==> src/rtl/sfx_buzz_pkg.sv <==
// sfx_buzz_pkg: state encoding, default widths and channel names shared by the sound-effect sequencer
package sfx_buzz_pkg;
    typedef enum logic {IDLE = 1'b0, PLAY = 1'b1} state_t;
    localparam int DEF_CNT_W = 22;
    localparam int DEF_DUR_W = 24;
    localparam int CH_PADDLE = 0;
    localparam int CH_WALL   = 1;
    localparam int CH_SCORE  = 2;
    function automatic int ch_bits(input int n);
        return (n > 1) ? $clog2(n) : 1;
    endfunction
endpackage

==> src/rtl/sfx_buzz_seq_tone_div.sv <==
// tone_div: loadable half-period square-wave divider; tone is the bit the divider holds after the next edge
module tone_div #(
    parameter int CNT_W = 22
) (
    input  logic             clk,
    input  logic             rst,
    input  logic             load,
    input  logic [CNT_W-1:0] hp,
    input  logic             run,
    output logic             tone
);
    logic [CNT_W-1:0] r_hp;
    logic [CNT_W-1:0] r_cnt;
    logic             r_tone;
    logic             w_hit;

    assign w_hit = r_cnt == r_hp;
    // exposing the next value lets the top register it straight into sound with no extra lag
    assign tone  = load ? 1'b0 : run ? r_tone ^ w_hit : 1'b0;

    always_ff @(posedge clk or posedge rst) begin
        if (rst) begin
            r_hp   <= '0;
            r_cnt  <= '0;
            r_tone <= 1'b0;
        end else begin
            r_tone <= tone;
            if (load) begin
                r_hp  <= hp;
                r_cnt <= '0;
            end else if (run) begin
                r_cnt <= w_hit ? '0 : r_cnt + CNT_W'(1);
            end
        end
    end
endmodule

==> src/rtl/sfx_buzz_seq.sv <==
// sfx_buzz_seq: prioritised multi-channel burst player for the buzzer; SFX_BUZZ_VOLUME_EN adds a vol PWM gate
module sfx_buzz_seq
    import sfx_buzz_pkg::*;
#(
    parameter int  NUM_CH = 3,
    parameter int  CNT_W  = DEF_CNT_W,
    parameter int  DUR_W  = DEF_DUR_W,
    localparam int CH_W   = ch_bits(NUM_CH)
) (
    input  logic                    clk,
    input  logic                    rst,
    input  logic [NUM_CH-1:0]       trig,
    input  logic [NUM_CH*CNT_W-1:0] half_period,
    input  logic [NUM_CH*DUR_W-1:0] duration,
    input  logic                    mute,
`ifdef SFX_BUZZ_VOLUME_EN
    input  logic [3:0]              vol,
`endif
    output logic                    sound,
    output logic                    busy,
    output logic [CH_W-1:0]         active_ch,
    output logic [NUM_CH-1:0]       pending
);
    state_t            r_state;
    state_t            w_state_nxt;
    logic [CH_W-1:0]   r_active_ch;
    logic [CH_W-1:0]   w_sel;
    logic [NUM_CH-1:0] r_pending;
    logic [NUM_CH-1:0] w_valid;
    logic [NUM_CH-1:0] w_req;
    logic [NUM_CH-1:0] w_pend_nxt;
    logic [DUR_W-1:0]  r_dur_cnt;
    logic [CNT_W-1:0]  w_hp;
    logic              r_sound;
    logic              w_any;
    logic              w_last;
    logic              w_load;
    logic              w_run;
    logic              w_tone;
    logic              w_gate;

    // zero-duration channels are masked out of the request vector so they never start or pend
    always_comb begin
        w_valid = '0;
        w_sel   = '0;
        for (int i = 0; i < NUM_CH; i++) w_valid[i] = |duration[i*DUR_W +: DUR_W];
        w_req = (r_pending | trig) & w_valid;
        for (int i = NUM_CH - 1; i >= 0; i--) if (w_req[i]) w_sel = CH_W'(i);
    end

    // pending bits always sit above the active channel, so w_sel < active_ch can only be a fresh trigger
    assign w_any      = |w_req;
    assign w_last     = r_dur_cnt == DUR_W'(1);
    assign w_load     = w_any && (r_state == IDLE || w_sel < r_active_ch || w_last);
    assign w_run      = r_state == PLAY && !w_load;
    assign w_hp       = half_period[w_sel*CNT_W +: CNT_W];
    assign w_pend_nxt = w_req & ~(w_load ? (NUM_CH'(1) << w_sel) : '0);

    tone_div #(.CNT_W(CNT_W)) u_tone (
        .clk  (clk),
        .rst  (rst),
        .load (w_load),
        .hp   (w_hp),
        .run  (w_run),
        .tone (w_tone)
    );

`ifdef SFX_BUZZ_VOLUME_EN
    logic [3:0] r_frame;
    always_ff @(posedge clk or posedge rst) begin
        if (rst) r_frame <= '0;
        else     r_frame <= r_frame + 4'd1;
    end
    assign w_gate = (r_frame + 4'd1) < vol;
`else
    assign w_gate = 1'b1;
`endif

    always_ff @(posedge clk or posedge rst) begin
        if (rst) r_state <= IDLE;
        else     r_state <= w_state_nxt;
    end

    always_comb w_state_nxt = w_load ? PLAY : (r_state == PLAY && w_last) ? IDLE : r_state;

    always_ff @(posedge clk or posedge rst) begin
        if (rst) begin
            r_active_ch <= '0;
            r_pending   <= '0;
            r_dur_cnt   <= '0;
            r_sound     <= 1'b0;
        end else begin
            r_pending <= w_pend_nxt;
            r_sound   <= w_tone & (w_state_nxt == PLAY) & ~mute & w_gate;
            if (w_load) begin
                r_active_ch <= w_sel;
                r_dur_cnt   <= duration[w_sel*DUR_W +: DUR_W];
            end else if (r_state == PLAY) begin
                r_dur_cnt <= r_dur_cnt - DUR_W'(1);
            end
        end
    end

    always_comb begin
        busy      = r_state == PLAY;
        sound     = r_sound;
        active_ch = r_active_ch;
        pending   = r_pending;
    end
endmodule

==> config.mk <==
export PLATFORM = sky130hd
export DESIGN_NAME = sfx_buzz_seq
export DESIGN_NICKNAME = d
export VERILOG_FILES = /design/src/rtl/sfx_buzz_pkg.sv /design/src/rtl/sfx_buzz_seq_tone_div.sv /design/src/rtl/sfx_buzz_seq.sv
export SDC_FILE = /design/constraint.sdc
export NUM_CORES = 1
export LEC_CHECK = 0
export CAP_MARGIN = 15
export CORE_ASPECT_RATIO = 1.5
export CORE_UTILIZATION = 60
export CTS_CLUSTER_SIZE = 40
export DETAILED_ROUTE_END_ITERATION = 10
export DONT_BUFFER_PORTS = 1
export PLACE_DENSITY = 0.76
export SKIP_LAST_GASP = 1
export SLEW_MARGIN = 30
export SYNTH_ARGS = -nofsm -noshare
export SYNTH_HDL_FRONTEND = slang
export SYNTH_HIERARCHICAL = 1
export SYNTH_SLANG_ARGS = --single-unit
==> constraint.sdc <==
create_clock -name clk -period 5.52 [get_ports clk]
set_clock_uncertainty 0.2 [all_clocks]
set_input_delay 1.104 -clock clk [delete_from_list [all_inputs] [get_ports clk]]
set_output_delay 1.104 -clock clk [all_outputs]
set_load 0.02 [all_outputs]
==> impl_metrics.py, run 1 <==
metrics = {
    "setup_path": {
        "start_kind": "input pin",
        "crit_chain": "nor4_1 > nand4_1 > o22ai_1 > nand3_2 > inv_1 > ha_1 > o221a_2 > a221oi_4 > o21ai_4 > nand2_1 > inv_1 > nor2_1 > nor4_4 > nand4_1 > xor2_1 > nor2_2",
        "crit_type": "input pin to register",
        "worstPathRequired_ns": 5.52,
        "cp_slowest_cell": "nor4_1",
        "arrival_ns": 4.96,
        "critPathCaptureType": "register",
        "crit_path_max_incr_delay_ns": 0.56,
        "cp.depth": 16,
        "r2r_cells": 12,
        "path_max_fanout": 11,
        "r2r_slack_ns": 1.56,
        "cpLargestDelayFamily": "simple AND/OR/NAND/NOR gates",
        "path_buf_inv": 2,
        "reg2reg_to": "u_tone/r_cnt[20]",
        "reg2reg_from": "r_dur_cnt[18]",
    },
    "logic_synthesis": {
        "synth-simple-area-share_pct": 25.8,
        "synth_compound_gate_area_share_pct": 18.8,
        "synthMuxAreaShare_pct": 6.03,
        "syn_area_per_cell_um2": 8.62,
        "synth_fa_ha_area_share_pct": 0.964,
        "syn_inst": 602,
        "synth_cell_type_count": 61,
        "syn-cell-area_um2": 5190,
        "synth_flop_cell": "dfrtp_1",
        "synth_top_family_by_area": "simple AND/OR/NAND/NOR gates",
        "ys_ff_latch": 76,
        "synth-edff-count": 0,
        "syn-num-nets": 750,
        "synth_xor_area_share_pct": 7.59,
        "synthArstFlopShare_pct": 100,
        "ys_warn_count": 6,
        "seq_area_frac_synth_pct": 36.6,
    },
    "global_routing": {
        "track_usage_pct": 36.4,
        "gr-total-overflow": 0,
        "top_usage_layer": "met2",
        "grt_max_degree": 69,
        "met1_usage_pct": 39.2,
        "antenna_found_initial": 0,
        "grt_pass1_wl_mm": 24.6,
        "grt_pass1_vias": 4896,
        "grt_use_met3_pct": 6.69,
        "use_met2_pct": 65.6,
    },
    "die": {
        "die-area_um2": 9030,
        "fp.dieH_um": 116,
        "rows": 41,
        "die_x_um": 77.9,
        "start_util_pct": 61.7,
        "core_area_um2": 8410,
        "io-pin-count": 151,
    },
    "min_path": {
        "min_from": "r_dur_cnt[14]",
        "hold_end": "r_dur_cnt[14]",
        "holdPathStages": 1,
        "hp-class": "register to register",
    },
    "route": {
        "drc": 0,
        "antenna_left": 0,
        "detail_route.wl_per_cell_um": 22.3,
        "viasPerCell": 6.97,
        "drt_iter0_drc": 447,
        "vias": 4917,
        "dr.pass1.iters": 6,
        "wl_mm": 15.7,
    },
    "power_and_ir_drop": {
        "powerDensity_nw_per_um2": 422,
        "vdd_drop_max_v": 0.000219,
        "total_leakage_power_nw": 2.24,
        "p_total_mw": 2.35,
    },
    "clock_network": {
        "cts-buffers-inserted": 9,
        "clock_latency_ns": 0.34,
        "cts_num_sinks": 76,
        "cts_tree": "done",
        "cts_resized": 0,
        "post-cts-setup-buffer-count": 0,
        "cts.clk_slew.worst_paths_ns": 0.06,
        "htree_levels": 3,
        "cts-root-buf": "clkbuf_16",
        "cts_buffer_depth": 2,
        "holdBufCountCts": 0,
    },
    "timing": {
        "setup_violations": 0,
        "min_period_over_period_pct": 89.8,
        "slew_headroom_pct": 33.4,
        "fmax_mhz": 202,
        "worstMarginPinSlew_ns": 0.999,
        "setup_tns_ns": 0,
        "rsz0062_at_grt": "false",
        "fin_crit_ns": 4.96,
        "drv_slew": 0,
        "finalHoldViolations": 0,
    },
    "place": {
        "io_buffer_count": 0,
        "place_congestion": 1.01,
        "post-dp-hpwl_mm": 11.8,
    },
    "final_layout": {
        "area_growth_pct": 7.43,
        "diodes": 0,
        "fill_cells": 737,
        "layout_commonest_cell": "nand2_1",
        "multi_input_area_um2": 3080,
        "seq_area_um2": 1900,
        "drive_gt1_share_pct": 11.4,
        "nets": 742,
        "final_cell_mix": "nand2_1 (80), dfrtp_1 (76), nor2_1 (64)",
    },
    "run_status": {
        "status": "finished, final reports clean",
    },
    "job": {
        "cap_violations": 0,
    },
}
==> sequential cells by signal, summed over array words and instances (netlist names) <==
signal / count
u_tone/r_hp: 22
u_tone/r_cnt: 22
pending: 3
sound: 1
r_dur_cnt: 24
busy: 1
active_ch: 2
u_tone/r_tone: 1
==> kinds of logic (layout without fill, tap and decap cells) <==
| logic type | after synthesis | after routing |
|---|---|---|
| AO/OA/AOI/OAI | 132 | 132 |
| XOR/XNOR | 45 | 45 |
| adder cells (fa/ha/maj) | 4 | 4 |
| buffers and inverters | 49 | 45 |
| flip-flops | 76 | 76 |
| multiplexers | 28 | 28 |
| AND/OR/NAND/NOR | 268 | 268 |
==> final cells by class <==
cell class / count / share of cell area (%)
sequential: 76 / 34.1
clock buffer: 11 / 4.17
multi-input combinational: 477 / 55.2
inverter: 19 / 1.28
clock inverter: 4 / 1.35
timing repair buffer: 11 / 1.48
tap: 107 / 2.40
==> per-layer routing <==
layer	wire, um	share of wire [%]
met4	956	6.1
met2	8140	52
met3	1140	7.3
met1	5480	35
met5	0	0
==> worst reg2reg max path, stage by stage (launching register included) <==
cell      delay (ns)
dfrtp_1         0.42
nor4_2          0.40
nand2b_1        0.15
or3_1           0.40
o31ai_4         0.56
o21ai_4         0.13
nand2_1         0.36
inv_1           0.18
nor2_1          0.48
nor4_4          0.15
nand4_1         0.15
xor2_1          0.20
nor2_2          0.05
==> how the worst max path moves through the flow <==
stage	startpoint	end	slack (ns)
CTS	duration[30]	u_tone/r_cnt[19]	0.67
global route	duration[30]	u_tone/r_cnt[20]	0.41
detailed placement	duration[30]	u_tone/r_cnt[19]	0.31
global placement	duration[30]	u_tone/r_cnt[19]	0.47
floorplan	duration[66]	u_tone/r_cnt[19]	0.32
finish	duration[30]	u_tone/r_cnt[20]	0.56
==> synth_stat cells, drive strengths merged (2+ instances only) <==
master / instances / area (um2)
buf: 18 / 98.9
nand3: 32 / 165
nand2b: 5 / 31.3
o41ai: 2 / 17.5
a22o: 4 / 35.0
o311ai: 7 / 61.3
a32oi: 7 / 61.3
o31ai: 4 / 43.8
a311oi: 4 / 35.0
o22a: 3 / 26.3
nand2: 80 / 300
a211o: 4 / 35.0
o21ai: 28 / 151
nor4: 30 / 236
xnor2: 24 / 210
a221o: 3 / 30.0
xor2: 21 / 184
nand4: 17 / 106
and3: 5 / 31.3
mux2: 26 / 293
nor2: 66 / 253
and2: 4 / 25.0
or2: 2 / 12.5
dfrtp: 76 / 1900
mux2i: 2 / 20.0
inv: 19 / 71.3
o22ai: 3 / 25.0
or4: 5 / 37.5
ha: 4 / 50.1
a31oi: 23 / 144
nor3: 10 / 50.1
or3: 5 / 31.3
and4: 3 / 26.3
a21o: 10 / 75.1
o211ai: 9 / 67.6
a21oi: 10 / 50.1
clkbuf: 12 / 45.0
o221ai: 5 / 43.8
==> where the power goes <==
part           internal [mW]  switching (mW)  total [mW]
clock network          0.393           0.224       0.617
logic                  0.361           0.404       0.765
registers              0.753           0.218       0.970
total                   1.51           0.846        2.35
==> through the flow <==
stage	worst slack, ns	util, %	area [um2]	hold slack [ns]	cells
after floorplan	0.323	-	5190	0.269	602
after global placement	0.465	62.6	5270	0.293	690
after detailed placement	0.314	62.6	5270	0.301	690
after CTS	0.674	66.3	5580	0.307	705
after global routing	0.412	66.3	5580	0.344	705
final	0.563	66.3	5580	0.308	705
Note: power is estimated with default switching activity, not from simulation.
==> run 2, diff against run 1 <==
==> constraint.sdc (replaced) <==
create_clock -name clk -period 5.52 [get_ports clk]
set_clock_uncertainty 0.2 [all_clocks]
set_input_delay 1.38 -clock clk [delete_from_list [all_inputs] [get_ports clk]]
set_output_delay 1.38 -clock clk [all_outputs]
set_load 0.02 [all_outputs]
==> run 2 against run 1 <==
Sequential power increased by 0.4%; sequential share of layout area about the same; wire length is 0.55% lower; count of clock-buffer cells in the layout up 2; via count increased by 0.89%; critical path type unchanged.
==> impl_metrics.py, run 2 (same netlist as run 1, synthesis figures left out) <==
metrics = {
    "timing": {
        "rsz0062_at_grt": "false",
        "finalHoldViolations": 0,
        "setup_violations": 0,
        "fmax_mhz": 204,
        "holdWs_ns": 0.315,
        "slew_headroom_pct": 42.3,
        "min_period_over_period_pct": 88.7,
        "setup_tns_ns": 0,
        "worstMarginPinSlew_ns": 0.859,
        "drv_slew": 0,
        "fin_crit_ns": 4.90,
        "worst_slack_ns": 0.624,
    },
    "clock_network": {
        "cts_buffer_depth": 2,
        "cts-buffers-inserted": 9,
        "holdBufCountCts": 0,
        "cts-root-buf": "clkbuf_16",
        "clock_latency_ns": 0.34,
        "cts.clk_slew.worst_paths_ns": 0.06,
        "cts_num_sinks": 76,
        "cts_tree": "done",
        "htree_levels": 3,
        "post-cts-setup-buffer-count": 0,
        "cts_resized": 0,
    },
    "route": {
        "detail_route.wl_per_cell_um": 22.1,
        "antenna_left": 0,
        "drc": 0,
        "vias": 4961,
        "wl_mm": 15.6,
        "drt_iter0_drc": 341,
        "viasPerCell": 7.02,
        "dr.pass1.iters": 6,
    },
    "setup_path": {
        "crit_path_max_incr_delay_ns": 0.50,
        "start_kind": "input pin",
        "reg2reg_from": "r_dur_cnt[18]",
        "cp_slowest_cell": "nor4_1",
        "crit_chain": "nor4_1 > nand4_1 > o22ai_1 > nand3_2 > inv_1 > ha_1 > o221a_2 > a221oi_4 > o21ai_4 > inv_2 > buf_4 > nor2_1 > nor4_4 > nand4_1 > xor2_1 > nor2_2",
        "path_common_cell": "nand4_1",
        "r2r_slack_ns": 1.70,
        "critPathCaptureType": "register",
        "arrival_ns": 4.91,
        "reg2reg_to": "u_tone/r_cnt[20]",
        "r2r_cells": 12,
        "path_max_fanout": 16,
        "path_buf_inv": 3,
        "worstPathRequired_ns": 5.53,
        "cp.depth": 16,
        "crit_type": "input pin to register",
        "cpLargestDelayFamily": "simple AND/OR/NAND/NOR gates",
    },
    "die": {
        "die-area_um2": 9030,
        "fp.dieH_um": 116,
        "core_area_um2": 8410,
        "die_x_um": 77.9,
        "io-pin-count": 151,
        "rows": 41,
        "start_util_pct": 61.7,
    },
    "min_path": {
        "hold_end": "r_dur_cnt[11]",
        "min_from": "r_dur_cnt[11]",
        "hp-class": "register to register",
        "holdPathStages": 1,
    },
    "place": {
        "post-dp-hpwl_mm": 11.8,
        "place_congestion": 1.03,
        "dp.cells": 692,
        "pre_cts_slack_ns": 0.398,
        "io_buffer_count": 0,
        "placedInstanceArea_um2": 5280,
    },
    "final_layout": {
        "final_cell_area_um2": 5570,
        "final_cell_mix": "nand2_1 (80), dfrtp_1 (76), nor2_1 (64)",
        "top_register": "r_dur_cnt",
        "layout_commonest_cell": "nand2_1",
        "nets": 744,
        "drive_gt1_share_pct": 11.5,
        "area_growth_pct": 7.28,
        "largest_reg_flops": 24,
        "diodes": 0,
        "layout_top_registers": "r_dur_cnt: 24 flops, u_tone/r_cnt: 22 flops, u_tone/r_hp: 22 flops",
        "fin_cells": 707,
        "postLayoutCoreUtil_pct": 66.2,
        "fill_cells": 716,
    },
    "global_routing": {
        "grt_pass1_vias": 4952,
        "gr-total-overflow": 0,
        "grt_max_degree": 69,
        "antenna_found_initial": 0,
        "grt_pass1_wl_mm": 24.9,
        "track_usage_pct": 37.0,
    },
    "power_and_ir_drop": {
        "pwr-share-clk_pct": 24.8,
        "vdd_drop_max_v": 0.000207,
        "p_sw_share_pct": 36.2,
        "seq_power_share_pct": 42.1,
        "p_int_mw": 1.48,
        "power.switching_mw": 0.837,
        "p_total_mw": 2.31,
        "p_comb_share_pct": 33.0,
        "total_leakage_power_nw": 2.25,
        "powerDensity_nw_per_um2": 415,
    },
    "run_status": {
        "status": "finished, final reports clean",
    },
    "job": {
        "cap_violations": 0,
    },
}
-- run 2: cell count changes in the layout (fill, tap and decap cells not counted) --
cell,before,now
buf_4,11,13
clkinvlp_4,2,0
bufinv_16,2,1
clkbuf_1,2,3
clkbuf_8,0,1
clkinv_2,0,1
-- run 2: final cells by class --
cell class	count	area, um2	share of cell area [%]
clock buffers	13	250	4.49
multi-input cells	477	3080	55.3
well taps	107	134	2.40
clock inverters	2	35.0	0.629
repair buffers	13	97.6	1.75
flip-flops and latches	76	1900	34.2
inverters	19	71.3	1.28
-- run 2: power groups by stage --
| stage | Combinational (mW) | Clock (mW) | Sequential [mW] |
|---|---|---|---|
| 6_report | 0.764 | 0.574 | 0.974 |
| 5_1_grt | 0.841 | 0.613 | 1.00 |
| 4_1_cts | 0.760 | 0.588 | 0.968 |
| 3_5_place_dp | 0.753 | 0 | 0.975 |
| 3_3_place_gp | 0.730 | 0 | 0.964 |
| 2_1_floorplan | 0.616 | 0 | 0.904 |
-- run 2: how the worst max path moves through the flow --
stage	startpoint	endpoint	slack (ns)
after floorplan	duration[66]	u_tone/r_cnt[19]	0.05
after global placement	duration[30]	u_tone/r_cnt[20]	0.43
after detailed placement	duration[30]	u_tone/r_cnt[20]	0.40
after CTS	duration[30]	u_tone/r_cnt[20]	0.74
after global routing	duration[49]	u_tone/r_cnt[17]	0.36
final	duration[30]	u_tone/r_cnt[20]	0.62
-- run 2: layer usage --
metal	share of wire [%]	GRT usage, %
met1	34	36.8
met2	53	67.3
met3	7.6	9.45
met4	6.1	25.8
met5	0	0
